===== src/rtl/yukle_kaydet_birimi_pkg.sv =====
// yks_paket: shared definitions for the load/store unit.
//   - funct3 access-type codes (TUR_*)
//   - FSM state encoding (BOSTA, OKU, YAZ, YANIT)
//   - tur_yasal(): access-type / alignment legality check
// Configuration macro: YKB_HIZALAMA_HATA_EN -- when defined, misaligned H/HU/W
// accesses are treated as illegal instead of being aligned down.
package yks_paket;

    localparam logic [2:0] TUR_B  = 3'b000;
    localparam logic [2:0] TUR_H  = 3'b001;
    localparam logic [2:0] TUR_W  = 3'b010;
    localparam logic [2:0] TUR_BU = 3'b100;
    localparam logic [2:0] TUR_HU = 3'b101;

`ifdef YKB_HIZALAMA_HATA_EN
    localparam bit HIZALAMA_HATA = 1'b1;
`else
    localparam bit HIZALAMA_HATA = 1'b0;
`endif

    typedef enum logic [1:0] {
        BOSTA = 2'd0,
        OKU   = 2'd1,
        YAZ   = 2'd2,
        YANIT = 2'd3
    } durum_t;

    // Range checking lives in the top, which owns the memory-size parameter.
    function automatic logic tur_yasal(input logic yaz, input logic [2:0] tur,
                                       input logic [1:0] alt);
        logic tur_ok;
        logic hizasiz;
        if (yaz) begin
            tur_ok = (tur == TUR_B) || (tur == TUR_H) || (tur == TUR_W);
        end else begin
            tur_ok = (tur == TUR_B) || (tur == TUR_H) || (tur == TUR_W) ||
                     (tur == TUR_BU) || (tur == TUR_HU);
        end
        hizasiz = (((tur == TUR_H) || (tur == TUR_HU)) && alt[0]) ||
                  ((tur == TUR_W) && (alt != 2'b00));
        return tur_ok && !(HIZALAMA_HATA && hizasiz);
    endfunction

endpackage


===== src/rtl/yukle_kaydet_birimi_bayt_hizala.sv =====
// bayt_hizala: combinational lane steering for the load/store unit.
//   kelime_i   : 32-bit memory word (fresh read data or the captured word)
//   tur_i      : funct3 access type
//   adres_i    : byte offset within the word
//   veri_i     : store data (low bits used for B/H)
//   yukle_o    : extracted, sign/zero-extended load value
//   birlesik_o : kelime_i with the addressed lanes replaced by store data
// Offsets below the access size are ignored (aligned down).
module bayt_hizala (
    input  logic [31:0] kelime_i,
    input  logic [2:0]  tur_i,
    input  logic [1:0]  adres_i,
    input  logic [31:0] veri_i,
    output logic [31:0] yukle_o,
    output logic [31:0] birlesik_o
);
    import yks_paket::*;

    logic [7:0]  bayt;
    logic [15:0] yarim;

    always_comb begin
        bayt = 8'h00;
        unique case (adres_i)
            2'd0: bayt = kelime_i[7:0];
            2'd1: bayt = kelime_i[15:8];
            2'd2: bayt = kelime_i[23:16];
            2'd3: bayt = kelime_i[31:24];
            default: bayt = 8'h00;
        endcase
        yarim = adres_i[1] ? kelime_i[31:16] : kelime_i[15:0];

        // tur_i may hold an illegal code after an error response, hence plain case.
        case (tur_i)
            TUR_B:   yukle_o = {{24{bayt[7]}}, bayt};
            TUR_BU:  yukle_o = {24'h000000, bayt};
            TUR_H:   yukle_o = {{16{yarim[15]}}, yarim};
            TUR_HU:  yukle_o = {16'h0000, yarim};
            default: yukle_o = kelime_i;
        endcase

        birlesik_o = kelime_i;
        case (tur_i)
            TUR_B: begin
                unique case (adres_i)
                    2'd0: birlesik_o[7:0]   = veri_i[7:0];
                    2'd1: birlesik_o[15:8]  = veri_i[7:0];
                    2'd2: birlesik_o[23:16] = veri_i[7:0];
                    2'd3: birlesik_o[31:24] = veri_i[7:0];
                    default: birlesik_o = kelime_i;
                endcase
            end
            TUR_H: begin
                if (adres_i[1]) birlesik_o[31:16] = veri_i[15:0];
                else            birlesik_o[15:0]  = veri_i[15:0];
            end
            default: birlesik_o = veri_i;
        endcase
    end

endmodule


===== src/rtl/yukle_kaydet_birimi.sv =====
// yukle_kaydet_birimi: load/store unit in front of a word-addressed data memory.
// Requests arrive on a valid/ready handshake; every legal access reads the
// word first (OKU), stores then write the merged word back (YAZ), and a
// single-cycle response pulse follows (YANIT). Illegal requests skip straight
// to YANIT with the fault flag set and never touch memory.
// Ports:
//   clk_i, rst_i                 : clock, asynchronous active-high reset
//   istek_*                      : request handshake, type, address, store data
//   yanit_gecerli_o/veri_o/hata_o: response pulse, load data, fault
//   bellek_adres_o/wen_o/veri_o  : word address, write enable, write data
//   bellek_veri_i                : asynchronous memory read data
// Configuration macro: YKB_HIZALAMA_HATA_EN (misaligned H/HU/W become faults).
module yukle_kaydet_birimi #(
    parameter int unsigned BELLEK_BAYT = 2048,
    parameter int unsigned ADRES_BIT   = 32
) (
    input  logic                 clk_i,
    input  logic                 rst_i,
    input  logic                 istek_gecerli_i,
    output logic                 istek_hazir_o,
    input  logic                 istek_yaz_i,
    input  logic [2:0]           istek_tur_i,
    input  logic [ADRES_BIT-1:0] istek_adres_i,
    input  logic [31:0]          istek_veri_i,
    output logic                 yanit_gecerli_o,
    output logic [31:0]          yanit_veri_o,
    output logic                 yanit_hata_o,
    output logic [ADRES_BIT-1:0] bellek_adres_o,
    output logic                 bellek_wen_o,
    output logic [31:0]          bellek_veri_o,
    input  logic [31:0]          bellek_veri_i
);
    import yks_paket::*;

    durum_t                 durum_q, durum_d;
    logic                   yaz_q;
    logic [2:0]             tur_q;
    logic [ADRES_BIT-1:0]   adres_q;
    logic [31:0]            veri_q;
    logic [31:0]            okunan_q;
    logic [31:0]            yanit_veri_q;
    logic                   hata_q;

    logic                   el_sikisma;
    logic                   yasal;
    logic [31:0]            hiza_kelime;
    logic [31:0]            yukle;
    logic [31:0]            birlesik;
    logic [ADRES_BIT-1:0]   kelime_adres;

    assign el_sikisma   = (durum_q == BOSTA) && istek_gecerli_i;
    assign yasal        = (istek_adres_i < ADRES_BIT'(BELLEK_BAYT)) &&
                          tur_yasal(istek_yaz_i, istek_tur_i, istek_adres_i[1:0]);
    assign kelime_adres = {adres_q[ADRES_BIT-1:2], 2'b00};
    // Loads extract straight from the bus in OKU; merges use the captured word.
    assign hiza_kelime  = (durum_q == OKU) ? bellek_veri_i : okunan_q;
    assign yanit_veri_o = yanit_veri_q;

    bayt_hizala u_bayt_hizala (
        .kelime_i   (hiza_kelime),
        .tur_i      (tur_q),
        .adres_i    (adres_q[1:0]),
        .veri_i     (veri_q),
        .yukle_o    (yukle),
        .birlesik_o (birlesik)
    );

    always_comb begin
        durum_d         = durum_q;
        istek_hazir_o   = 1'b0;
        yanit_gecerli_o = 1'b0;
        yanit_hata_o    = 1'b0;
        bellek_adres_o  = '0;
        bellek_wen_o    = 1'b0;
        bellek_veri_o   = '0;
        unique case (durum_q)
            BOSTA: begin
                istek_hazir_o = 1'b1;
                if (istek_gecerli_i) durum_d = yasal ? OKU : YANIT;
            end
            OKU: begin
                bellek_adres_o = kelime_adres;
                durum_d        = yaz_q ? YAZ : YANIT;
            end
            YAZ: begin
                bellek_adres_o = kelime_adres;
                bellek_wen_o   = 1'b1;
                bellek_veri_o  = birlesik;
                durum_d        = YANIT;
            end
            YANIT: begin
                yanit_gecerli_o = 1'b1;
                yanit_hata_o    = hata_q;
                durum_d         = BOSTA;
            end
            default: durum_d = BOSTA;
        endcase
    end

    always_ff @(posedge clk_i or posedge rst_i) begin
        if (rst_i) begin
            durum_q      <= BOSTA;
            yaz_q        <= 1'b0;
            tur_q        <= 3'b000;
            adres_q      <= '0;
            veri_q       <= '0;
            okunan_q     <= '0;
            yanit_veri_q <= '0;
            hata_q       <= 1'b0;
        end else begin
            durum_q <= durum_d;
            if (el_sikisma) begin
                yaz_q   <= istek_yaz_i;
                tur_q   <= istek_tur_i;
                adres_q <= istek_adres_i;
                veri_q  <= istek_veri_i;
                hata_q  <= !yasal;
                if (!yasal) yanit_veri_q <= '0;
            end
            if (durum_q == OKU) begin
                okunan_q <= bellek_veri_i;
                if (!yaz_q) yanit_veri_q <= yukle;
            end
            // Store responses carry zero; updated only as YANIT is entered.
            if (durum_q == YAZ) yanit_veri_q <= '0;
        end
    end

endmodule


===== config.mk =====
export PLATFORM = sky130hd
export DESIGN_NAME = yukle_kaydet_birimi
export DESIGN_NICKNAME = d
export VERILOG_FILES = /design/src/rtl/yukle_kaydet_birimi_pkg.sv /design/src/rtl/yukle_kaydet_birimi_bayt_hizala.sv /design/src/rtl/yukle_kaydet_birimi.sv
export SDC_FILE = /design/constraint.sdc
export NUM_CORES = 1
export LEC_CHECK = 0
export BUFFER_PORTS_ARGS = -buffer_cell sky130_fd_sc_hd__buf_2
export CORE_MARGIN = 2
export CORE_UTILIZATION = 45
export DETAILED_ROUTE_END_ITERATION = 8
export GPL_ROUTABILITY_DRIVEN = 1
export GPL_TIMING_DRIVEN = 0
export PLACE_DENSITY = 0.72
export SLEW_MARGIN = 20
export SYNTH_ARGS = -nofsm -noshare
export SYNTH_HDL_FRONTEND = slang
export SYNTH_SLANG_ARGS = --single-unit

===== constraint.sdc =====
create_clock -name clk_i -period 6.25 [get_ports clk_i]
set_input_delay 1.25 -clock clk_i [delete_from_list [all_inputs] [get_ports clk_i]]
set_output_delay 1.25 -clock clk_i [all_outputs]
set_load 0.02 [all_outputs]

# Yosys cells after proc, flatten, opt, wreduce, memory -nomap -nowiden
# Cells that the tools add are included.
# word_totals
output_inout_bits	100
register_bits	135
input_bits	103
# classes
order_cmp	1
n_eq_ne	14
muxes	27
n_reduce_logical	12
# op_table
op	n
$mux W32	8
$pmux W32 S4	1
$pmux W32 S2	1
$mux W16	3
$lt A32 B12 Y1 const B	1
$mux W8	4
$pmux W8 S4	1
$eq A3 B3 Y1 const B	4
$eq A2 B2 Y1 const B	4
$pmux W2 S4	1
$eq A3 B1 Y1 const B	2
$logic_not A3 Y1	2
$mux W1	6
$eq A2 B1 Y1 const B	2
$logic_not A2 Y1	2
$logic_or A1 B1 Y1	4
$mux W2	2
$eq A3 B2 Y1 const B	1
$logic_and A1 B1 Y1	2
$ne A2 B2 Y1 const B	1
$reduce_or A2 Y1	1
$logic_not A1 Y1	1

# Logic depth before layout (Yosys ltp)
# Gate-level depths: netlist of the first run.
# depth
word_depth	12
mapped_depth	10

# By module
# A second synthesis of the first run with hierarchy kept.
# hier_totals
cells_unflattened	620
area_unflattened_um2	7025.5
# by_module_without_submodules
mod	cells_per_inst	n_inst	seq_area_each_um2	area_per_inst_um2
yukle_kaydet_birimi	421	1	3378.2	5693.0
bayt_hizala	199	1	0.0	1332.5

# Worst setup path after synthesis of the first run
# No wires, ideal clock.
# synth_path
kind	register -> output
from	register tur_q[1]
to	output port bellek_veri_o[6]
arrival_time_ns	2.110
stages_incl_launch_ff	7
setup_slack_ns	2.890
path_cell_list	dfrtp_1 clkbuf_1 or2_2 a21oi_1 clkbuf_1 nor2_1 a211oi_1
# synth_between
elab_chain_len	3
elab_cells_between_ends	4
cone_classes	eq/ne (1); mux (2); reduce/logical (1)
# synth_rtl
element	line	source
from (decl)	yukle_kaydet_birimi.sv:37	logic [2:0] tur_q;
from (signal assigned)	yukle_kaydet_birimi.sv:114	tur_q <= istek_tur_i;
$eq A3 B1 Y1 or $logic_not A3 Y1 (tied branches)	yukle_kaydet_birimi_bayt_hizala.sv:43	case (tur_i)
$pmux W32 S2 (*)	yukle_kaydet_birimi_bayt_hizala.sv:43	
$mux W32 (*)	yukle_kaydet_birimi.sv:76	unique case (durum_q)
to (decl)	yukle_kaydet_birimi.sv:30	output logic [31:0] bellek_veri_o,
# Every way passes the cells marked *; elsewhere a longest branch is shown, timed or not.

# Worst setup path after layout of the first run
# layout_path
from	register durum_q[1]
to	output port bellek_veri_o[29]
# layout_between
elab_chain_len	5
elab_cells_between_ends	7
cone_classes	eq/ne (2); mux (5)
# layout_rtl
element	line	source
from (decl)	yukle_kaydet_birimi.sv:35	durum_t durum_q, durum_d;
from (signal assigned)	yukle_kaydet_birimi.sv:111	durum_q <= durum_d;
$eq A2 B1 Y1	yukle_kaydet_birimi.sv:56	assign hiza_kelime = (durum_q == OKU) ? bellek_veri_i : okunan_q;
$mux W32	n/a	
$mux W16 or $mux W8 (tied branches)	yukle_kaydet_birimi_bayt_hizala.sv:54, yukle_kaydet_birimi_bayt_hizala.sv:45	
$pmux W32 S2	yukle_kaydet_birimi_bayt_hizala.sv:43	
$mux W32 (*)	yukle_kaydet_birimi.sv:76	
# Marks and branches as above.

==> metrics.md, run 1 <==
| Metric | Value |
|---|---|
| Fin Setup TNS | 0 ns |
| Top cells by area, synth | dfrtp_1, mux2_2, o21ai_0 |
| Starting DRT DRC Count | 426 |
| Area Growth Syn to Fin | 26.9% |
| I/O pin total | 203 |
| Worst-skew pair later-pin latency | 0.42 ns |
| Clock buffer depth | 2 |
| Core footprint | 14600 um^2 |
| WL per Instance | 19.4 um |
| Synth Flop Type | dfrtp_1 |
| Final hold vios | 0 |
| Vias per std cell | 5.62 |
| Antenna viol nets, final | 0 |
| Vias in the first global route | 5738 |
| Peak VDD IR | 0.258 mV |
| Pwr/cell area | 628 nW/um^2 |
| Cell accounting for the most synthesized area | dfrtp_1 |
| Die Wd | 126 um |
| Setup Viol. Count Final | 0 |
| Class of the worst hold path | reg2reg |
| Final clock skew | 0.00666 ns |
| Crit path DAT | 3.16 ns |
| Largest net degree at the start of global routing | 95 |
| Row cnt | 44 |
| Critical Path Source Type | flip-flop |
| Layout net count | 942 |
| Total wire length | 20000 um |
| Share of post-route cells with drive strength above 1 | 38.6% |
| Clock Pin Slew Worst Setup and Hold Paths | 0.06 ns |
| CP endpoint kind | primary output |
| GP Congestion | 0.960 |
| # DRC | 0 |
| Mapped Cells | 614 |
| Leakage | 3.96 nW |
| Fin crit share | 70.5% |
| Most common cell in the netlist | dfrtp_1 |
| Non-filler cells, final | 1031 |
| Achievable Freq | 0.227 GHz |
| Slew Viols, Final | 0 |
| Synth top cells by count | dfrtp_1, mux2_2, o21ai_0 |
| Post-synth top area share | 50.2% |
| Number of synthesized flops with an enable pin | 0 |
| Crit-path cells | inv_1, ha_1, buf_6, buf_2, buf_2, mux2i_1, o21ai_0, a221oi_1, nor2_1, buf_2 |
| PortBufs | 200 |
| Die height | 126 um |
| Starting density of the core | 46.1% |
| Sequential share of the synthesized area | 50.2% |
| CTS hold repair buffers | 0 |
| DPL Wire Length | 15100 um |
| Post-synthesis cell area | 6730 um^2 |
| Sink Count | 135 |
| Asr flop ratio synth | 100% |
| CTS tree | done |
| Remaining Overflow, GRT | 0 |
| Crit path kind | reg2out |
| CP most frequent cell | buf_2 |
| First-pass GRT wire length | 31100 um |
| DR vias | 5796 |
| Root Buffer | clkbuf_16 |
| Worst-margin pin slew | 0.893 ns |
| Post-CTS setup repair buffer count | 0 |
| Crit path max fanout | 10 |
| Unique masters post-synth | 51 |
| CTS H-tree lvls | 4 |
| Rel. slew slack | 40.5% |
| RSZ-0062 raised after global routing | no |
| FF+latch count, synth | 135 |
| Total GRT Usage | 25.1% |
| Diodes inserted | 0 |
| Die area | 16000 um^2 |
| Status | completed |
| Placed insts | 1000 |
| FILL cells | 1312 |
| Minimum clock period after layout | 4.41 ns |
| Synth Warn # | 0 |
| Drt first pass iters | 5 |
| CP required | 5.00 ns |
| CTS buffer count | 17 |
| Mean post-synth cell area | 11.0 um^2 |
| Critical path's largest stage delay | 0.52 ns |
| Crit-path slowest cell | mux2i_1 |
| Antenna violations before repair | 0 |
| Total of max-cap violations | 0 |
| CTS resizes | 0 |
[worst paths after layout]
| path | from | to | slack, ns | cells past startpoint |
|---|---|---|---|---|
| hold / removal | yanit_veri_o[28]$_DFF_PP0_ | yanit_veri_o[28]$_DFF_PP0_ | 0.48 | 1 |
| setup / recovery | durum_q[1]$_DFFE_PP0P_ | bellek_veri_o[29] | 1.84 | 10 |
| hold reg to reg | yanit_veri_o[28]$_DFF_PP0_ | yanit_veri_o[28]$_DFF_PP0_ | 0.48 | 1 |
| min in group asynchronous | rst_i | adres_q[3]$_DFFE_PP0P_ | 0.81 | 2 |
| setup reg to reg | durum_q[1]$_DFFE_PP0P_ | yanit_veri_o[5]$_DFF_PP0_ | 3.41 | 10 |
| max in group asynchronous | rst_i | okunan_q[11]$_DFF_PP0_ | 4.67 | 3 |
[metrics by stage]
stage                     util (%)  setup slack, ns  power (mW)  area [um^2]  hold WS (ns)
after floorplan                  -             1.39        3.48         6740         0.466
after global placement        54.6           -0.223        4.36         7970         0.469
after detailed placement      54.9             2.31        4.41         8000         0.472
after CTS                     58.6             1.86        5.35         8540         0.490
after global routing          58.6             1.68        5.68         8540         0.500
final                         58.6             1.84        5.36         8540         0.482
[power breakdown]
part	internal [mW]	leakage, nW	switching [mW]
Combinational	1.10	2.05	1.82
Clock	0.561	0.262	0.367
Sequential	1.28	1.64	0.234
Total	2.94	3.96	2.42
[flip-flops by register name (all words and copies together) (netlist names)]
name,cells
durum_q,2
yaz_q,1
adres_q,32
hata_q,1
tur_q,3
okunan_q,32
veri_q,32
yanit_veri_o,32
[metal layers]
layer / global-route usage, % / routed length [um] / part of all wire, % / up-vias
li1: - / - / - / 2689
met1: 35.7 / 8800 / 44 / 2828
met2: 38.8 / 9350 / 47 / 238
met3: 4.51 / 1360 / 6.8 / 41
met4: 9.50 / 515 / 2.6 / 0
met5: 0 / 0 / 0 / -
[worst max-delay path, delay by kind of cell (launching register included)]
| family | cells | cell delay [ns] |
|---|---|---|
| DFF | 1 | 0.41 |
| and+or+nand+nor | 1 | 0.08 |
| AOI/OAI and AO/OA | 2 | 0.48 |
| buffers and inverters | 5 | 1.08 |
| adders and majority gates | 1 | 0.16 |
| muxes | 1 | 0.52 |
[cell type report]
cell class	count	area [um^2]	share of cell area [%]
Clock inverter	9	77.6	0.908
Timing Repair Buffer	201	1030	12.0
Sequential cell	135	3380	39.5
Inverter	25	101	1.19
Tap cell	184	230	2.69
Buffer	44	191	2.24
Multi-Input combinational cell	411	3070	36.0
Clock buffer	22	464	5.43
[logic make-up (layout without fill, tap and decap cells)]
group | after synthesis | after routing | share of synthesized area [%]
AOI/OAI and AO/OA | 165 | 165 | 17.5
adders and majority gates | 4 | 4 | 0.743
buffers and inverters | 69 | 301 | 4.24
DFF | 135 | 135 | 50.2
muxes | 99 | 99 | 16.5
other | 1 | 2 | 0.0557
and+or+nand+nor | 141 | 141 | 10.8
[layout by cell type (no fill, tap or decap), drive strengths merged, types with 5 or more instances in the layout]
cell / n
buf: 209
dfrtp: 135
mux2: 82
clkbuf: 58
o21ai: 53
nor2: 43
and2: 41
inv: 23
nand2: 22
o2bb2ai: 20
a21oi: 18
mux2i: 16
a211oi: 15
o211ai: 10
nand3b: 8
a222oi: 8
a221oi: 8
nand3: 7
o32a: 7
a32o: 7
clkinv: 7
o21a: 5
nor3: 5
Note: power is estimated with default switching activity, not from simulation.
==> run 2: changes to the inputs <==
ABC_AREA = 1   (was not set)
PLACE_DENSITY = 0.74   (was 0.72)
clock period = 3.85 ns   (was 6.25 ns; I/O delays follow)
==> metrics.md, run 2 <==
| Metric | Value |
|---|---|
| Final Util | 58.5% |
| Fin Setup TNS | 0 ns |
| Fin crit share | 96.9% |
| Sink Count | 135 |
| Slew Viols, Final | 0 |
| Final hold vios | 0 |
| Vias per std cell | 4.96 |
| Die area | 17500 um^2 |
| Antenna violations before repair | 0 |
| Sequential share of the synthesized area | 45.7% |
| Top cells by area, synth | dfrtp_1, nand2_1, inv_1 |
| Starting density of the core | 46.3% |
| Critical Path Source Type | flip-flop |
| Die height | 132 um |
| Post-CTS setup repair buffer count | 0 |
| CTS hold repair buffers | 0 |
| Crit path kind | reg2out |
| Total of max-cap violations | 0 |
| Final Cell Area | 9330 um^2 |
| Area Growth Syn to Fin | 26.3% |
| Total power | 9.04 mW |
| Crit path DAT | 2.96 ns |
| Post-synth top area share | 45.7% |
| CTS H-tree lvls | 4 |
| Vias in the first global route | 7181 |
| Drt first pass iters | 7 |
| Adder-Cell Fraction of Synth Area | 0.678% |
| Placed insts | 1476 |
| Pwr/cell area | 969 nW/um^2 |
| Synth Flop Type | dfrtp_1 |
| Worst-skew pair later-pin latency | 0.43 ns |
| # DRC | 0 |
| Setup ws final | 0.117 ns |
| Class of the worst hold path | in2async |
| Achievable Freq | 0.268 GHz |
| Rel. slew slack | 45.2% |
| Setup Viol. Count Final | 0 |
| Clock Pin Slew Worst Setup and Hold Paths | 0.06 ns |
| Total GRT Usage | 27.3% |
| Row cnt | 46 |
| GP Congestion | 0.960 |
| CTS tree | done |
| DR vias | 7482 |
| Clock buffer depth | 2 |
| Antenna viol nets, final | 0 |
| PortBufs | 200 |
| Simple-gate portion of the synthesized area | 25.6% |
| Synth top cells by count | nand2_1, inv_1, dfrtp_1 |
| Asr flop ratio synth | 100% |
| FF+latch count, synth | 135 |
| Largest family of logic cells by synthesized area | simple AND/OR/NAND/NOR gates |
| I/O pin total | 203 |
| Starting DRT DRC Count | 671 |
| Diodes inserted | 0 |
| Crit path max fanout | 10 |
| CP required | 3.08 ns |
| CTS resizes | 0 |
| First-pass GRT wire length | 37100 um |
| Most common cell in the netlist | nand2_1 |
| Worst-margin pin slew | 0.814 ns |
| Minimum clock period after layout | 3.73 ns |
| DP Worst Slack | 0.655 ns |
| Number of synthesized flops with an enable pin | 0 |
| Mean post-synth cell area | 7.00 um^2 |
| Synth Area in Compound Gates | 15.3% |
| Non-filler cells, final | 1508 |
| Largest net degree at the start of global routing | 35 |
| Remaining Overflow, GRT | 0 |
| Min Hold Slack | 0.377 ns |
| Placed Area | 8740 um^2 |
| Share of post-route cells with drive strength above 1 | 21.1% |
| Post-Synth XOR/XNOR Area | 0% |
| DPL Wire Length | 18100 um |
| Post-synthesis mux area share | 0% |
| RSZ-0062 raised after global routing | no |
| CTS buffer count | 17 |
| Status | completed |
| CP endpoint kind | primary output |
| Unique masters post-synth | 32 |
| Most frequent cells in the layout | nand2_1, buf_2, inv_1, dfrtp_1, o21ai_0 |
| Root Buffer | clkbuf_16 |
| Post-synthesis cell area | 7390 um^2 |
| Peak VDD IR | 0.418 mV |
| Mapped Cells | 1055 |
| Final clock skew | 0.00735 ns |
| Die Wd | 132 um |
| Synth Warn # | 0 |
| Total wire length | 23500 um |
| Core footprint | 15900 um^2 |
| Layout net count | 1386 |
| WL per Instance | 15.6 um |
| Commonest non-fill, non-tap cell in the layout | nand2_1 |
| Leakage | 5.40 nW |
| Cell accounting for the most synthesized area | dfrtp_1 |
run 2: path summary, 6_finish.rpt:
kind,to,depth (start not counted),startpoint,slack (ns)
max in group asynchronous,veri_q[14]$_DFFE_PP0P_,4,rst_i,2.71
max reg2reg,yanit_veri_o[1]$_DFF_PP0_,8,durum_q[0]$_DFFE_PP0P_,1.37
max,bellek_veri_o[29],10,durum_q[1]$_DFFE_PP0P_,0.12
min reg2reg,veri_q[19]$_DFFE_PP0P_,2,veri_q[19]$_DFFE_PP0P_,0.48
min,yanit_veri_o[27]$_DFF_PP0_,2,rst_i,0.38
min in group clk_i,veri_q[19]$_DFFE_PP0P_,2,veri_q[19]$_DFFE_PP0P_,0.48
run 2: layer usage:
| layer | GRT usage [%] | wire length, um | vias to the layer above |
|---|---|---|---|
| met5 | 0 | 0 | - |
| met4 | 12.6 | 870 | 0 |
| met3 | 8.00 | 1880 | 65 |
| met2 | 41.3 | 10300 | 326 |
| met1 | 36.2 | 10500 | 3384 |
| li1 | - | - | 3707 |
run 2: cells by family (layout without fill, tap and decap cells):
| family | count (synthesis) | count (layout) |
|---|---|---|
| buffers and inverters | 237 | 473 |
| flip-flops | 135 | 135 |
| AO/OA/AOI/OAI | 202 | 202 |
| other | 1 | 2 |
| AND/OR/NAND/NOR | 476 | 476 |
| adder cells (fa/ha/maj) | 4 | 4 |
run 2: critical path, cell delays in order, from the launching register on:
cell and delay [ns]:
dfrtp_1 0.42, inv_1 0.09, ha_1 0.28, buf_6 0.18, buf_4 0.17, o21ai_0 0.66
o21ai_0 0.23, o211ai_1 0.14, o211ai_1 0.13, inv_1 0.08, buf_2 0.15
run 2: final cells by class:
class	instances	area, um^2
well taps	216	270
clock inverters	13	130
clock buffers	19	453
fillers	1558	6620
plain buffers	53	241
multi-input cells	684	3080
repair buffers	204	1080
inverters	184	694
flip-flops and latches	135	3380
run 2: power breakdown:
group	leakage (nW)	internal [mW]	switching, mW
combinational	3.40	1.48	3.56
clock	0.284	0.980	0.617
sequential	1.71	2.05	0.349
==> run 3: changes to the inputs <==
CELL_PAD_IN_SITES_DETAIL_PLACEMENT = 0   (was not set)
CELL_PAD_IN_SITES_GLOBAL_PLACEMENT = 1   (was not set)
CORE_UTILIZATION = 34   (was 45)
PLACE_DENSITY = 0.79   (was 0.74)
==> metrics.md, run 3 (synthesized netlist as in run 2, its figures left out) <==
| Metric | Value |
|---|---|
| Status | completed |
| # DRC | 0 |
| Antenna violations before repair | 3 |
| Antenna viol nets, final | 0 |
| Share of post-route cells with drive strength above 1 | 21.0% |
| Leakage | 5.43 nW |
| WL per Instance | 16.3 um |
| Critical path's largest stage delay | 0.45 ns |
| Final clock skew | 0.0117 ns |
| CP endpoint kind | primary output |
| Row cnt | 53 |
| CTS H-tree lvls | 4 |
| Vias per std cell | 4.67 |
| Largest net degree at the start of global routing | 33 |
| Crit path DAT | 2.79 ns |
| Achievable Freq | 0.281 GHz |
| RR Startpoint | durum_q[0]$_DFFE_PP0P_ |
| FILL cells | 2274 |
| RSZ-0062 raised after global routing | no |
| Peak VDD IR | 0.381 mV |
| CP top delay family | buffers and inverters |
| Minimum clock period after layout | 3.56 ns |
| CP required | 3.08 ns |
| CP most frequent cell | clkbuf_1 |
| First-pass GRT wire length | 38800 um |
| Sink Count | 135 |
| Core footprint | 21200 um^2 |
| DPL Wire Length | 20100 um |
| Root Buffer | clkbuf_16 |
| Pwr/cell area | 984 nW/um^2 |
| R2r endpoint | yanit_veri_o[3]$_DFF_PP0_ |
| Crit path kind | reg2out |
| Fin crit share | 92.6% |
| DR vias | 7329 |
| Final hold vios | 0 |
| Clock buffer depth | 2 |
| Area Growth Syn to Fin | 28.4% |
| Total of max-cap violations | 0 |
| Clock Pin Slew Worst Setup and Hold Paths | 0.06 ns |
| CTS buffer count | 17 |
| Worst r2r path cells | 8 |
| Remaining Overflow, GRT | 0 |
| Final Util | 44.8% |
| Most frequent cells in the layout | nand2_1, buf_2, inv_1, dfrtp_1, o21ai_0 |
| Crit. path cell count | 7 |
| Crit-path cells | inv_1, ha_1, clkbuf_1, clkbuf_1, o21ai_0, a21oi_1, buf_2 |
| Sequential standard cell area | 3380 um^2 |
| PortBufs | 200 |
| Die Wd | 151 um |
| Drt first pass iters | 7 |
| Slew Viols, Final | 0 |
| Worst-skew pair later-pin latency | 0.43 ns |
| Die height | 151 um |
| Commonest non-fill, non-tap cell in the layout | nand2_1 |
| Fin Setup TNS | 0 ns |
| Crit-path slowest cell | clkbuf_1 |
| Die area | 22900 um^2 |
| CTS hold repair buffers | 0 |
| Reg2reg setup slack | 1.36 ns |
| Worst-margin pin slew | 0.788 ns |
| Rel. slew slack | 47.1% |
| Multi-input gate area | 3080 um^2 |
| Class of the worst hold path | in2async |
| Layout net count | 1386 |
| Starting density of the core | 34.9% |
| Vias in the first global route | 7121 |
| Setup Viol. Count Final | 0 |
| Total GRT Usage | 22.7% |
| Starting DRT DRC Count | 544 |
| GP Congestion | 0.954 |
| Crit path max fanout | 10 |
| I/O pin total | 203 |
| CTS tree | done |
| Total wire length | 25600 um |
| Crit path buffers/inverters | 4 |
| Critical Path Source Type | flip-flop |
| Post-CTS setup repair buffer count | 0 |
-- run 3: cell count changes in the layout (fill, tap and decap cells not counted) --
cell / delta
clkinv_4: -1
o21ai_1: +3
inv_6: +1
clkinv_2: -5
o21ai_0: -3
clkbuf_8: +1
diode_2: +2
bufinv_16: +3
-- run 3: what timing repair did --
item,in CTS,in global routing
resized for setup,0,3
endpoints found under the setup margin,0,3
hold endpoints to repair,0,0
-- run 3: metal layers --
metal  share of wire, %  wire length [um]  up-vias  GRT usage, %
met1                 46             11900     3322          30.5
met4                2.5               636        2          7.57
met3                6.4              1650       43          5.60
li1                   -                 -     3714             -
met5              0.051                13        -             0
met2                 45             11400      248          35.9
-- run 3: worst max-delay path by stage --
stage / endpoint / slack (ns) / from
2_1_floorplan: bellek_veri_o[29] / 1.32 / durum_q[1]$_DFFE_PP0P_
3_3_place_gp: veri_q[18]$_DFFE_PP0P_ / 0.43 / rst_i
3_5_place_dp: bellek_veri_o[30] / 0.57 / durum_q[1]$_DFFE_PP0P_
4_1_cts: bellek_veri_o[30] / 0.10 / durum_q[1]$_DFFE_PP0P_
5_1_grt: bellek_veri_o[7] / 0.13 / durum_q[0]$_DFFE_PP0P_
6_report: bellek_veri_o[6] / 0.29 / durum_q[0]$_DFFE_PP0P_
-- run 3: metrics by stage --
step | instance area [um^2] | hold WS, ns | power (mW) | setup WS, ns | instances
floorplan | 7390 | 0.444 | 5.72 | 1.32 | 1056
global placement | 8740 | 0.459 | 7.46 | 0.425 | 1531
detailed placement | 8820 | 0.462 | 7.50 | 0.566 | 1535
CTS | 9480 | 0.398 | 9.36 | 0.103 | 1566
global route | 9490 | 0.414 | 10.1 | 0.128 | 1568
finish | 9490 | 0.389 | 9.33 | 0.285 | 1568
-- run 3: power by group --
group	switching [mW]	internal (mW)	leakage, nW
combinational	3.62	1.49	3.40
sequential	0.340	2.05	1.71
clock	0.637	1.20	0.315
-- run 3: layout make-up --
| cell class | count | area share (%) |
|---|---|---|
| repair buffers | 204 | 11.4 |
| clock inverters | 11 | 2.06 |
| plain buffers | 53 | 2.55 |
| clock buffers | 20 | 4.92 |
| flip-flops and latches | 135 | 35.6 |
| well taps | 275 | 3.63 |
| inverters | 184 | 7.32 |
| diodes | 2 | 0.0528 |
| multi-input cells | 684 | 32.5 |
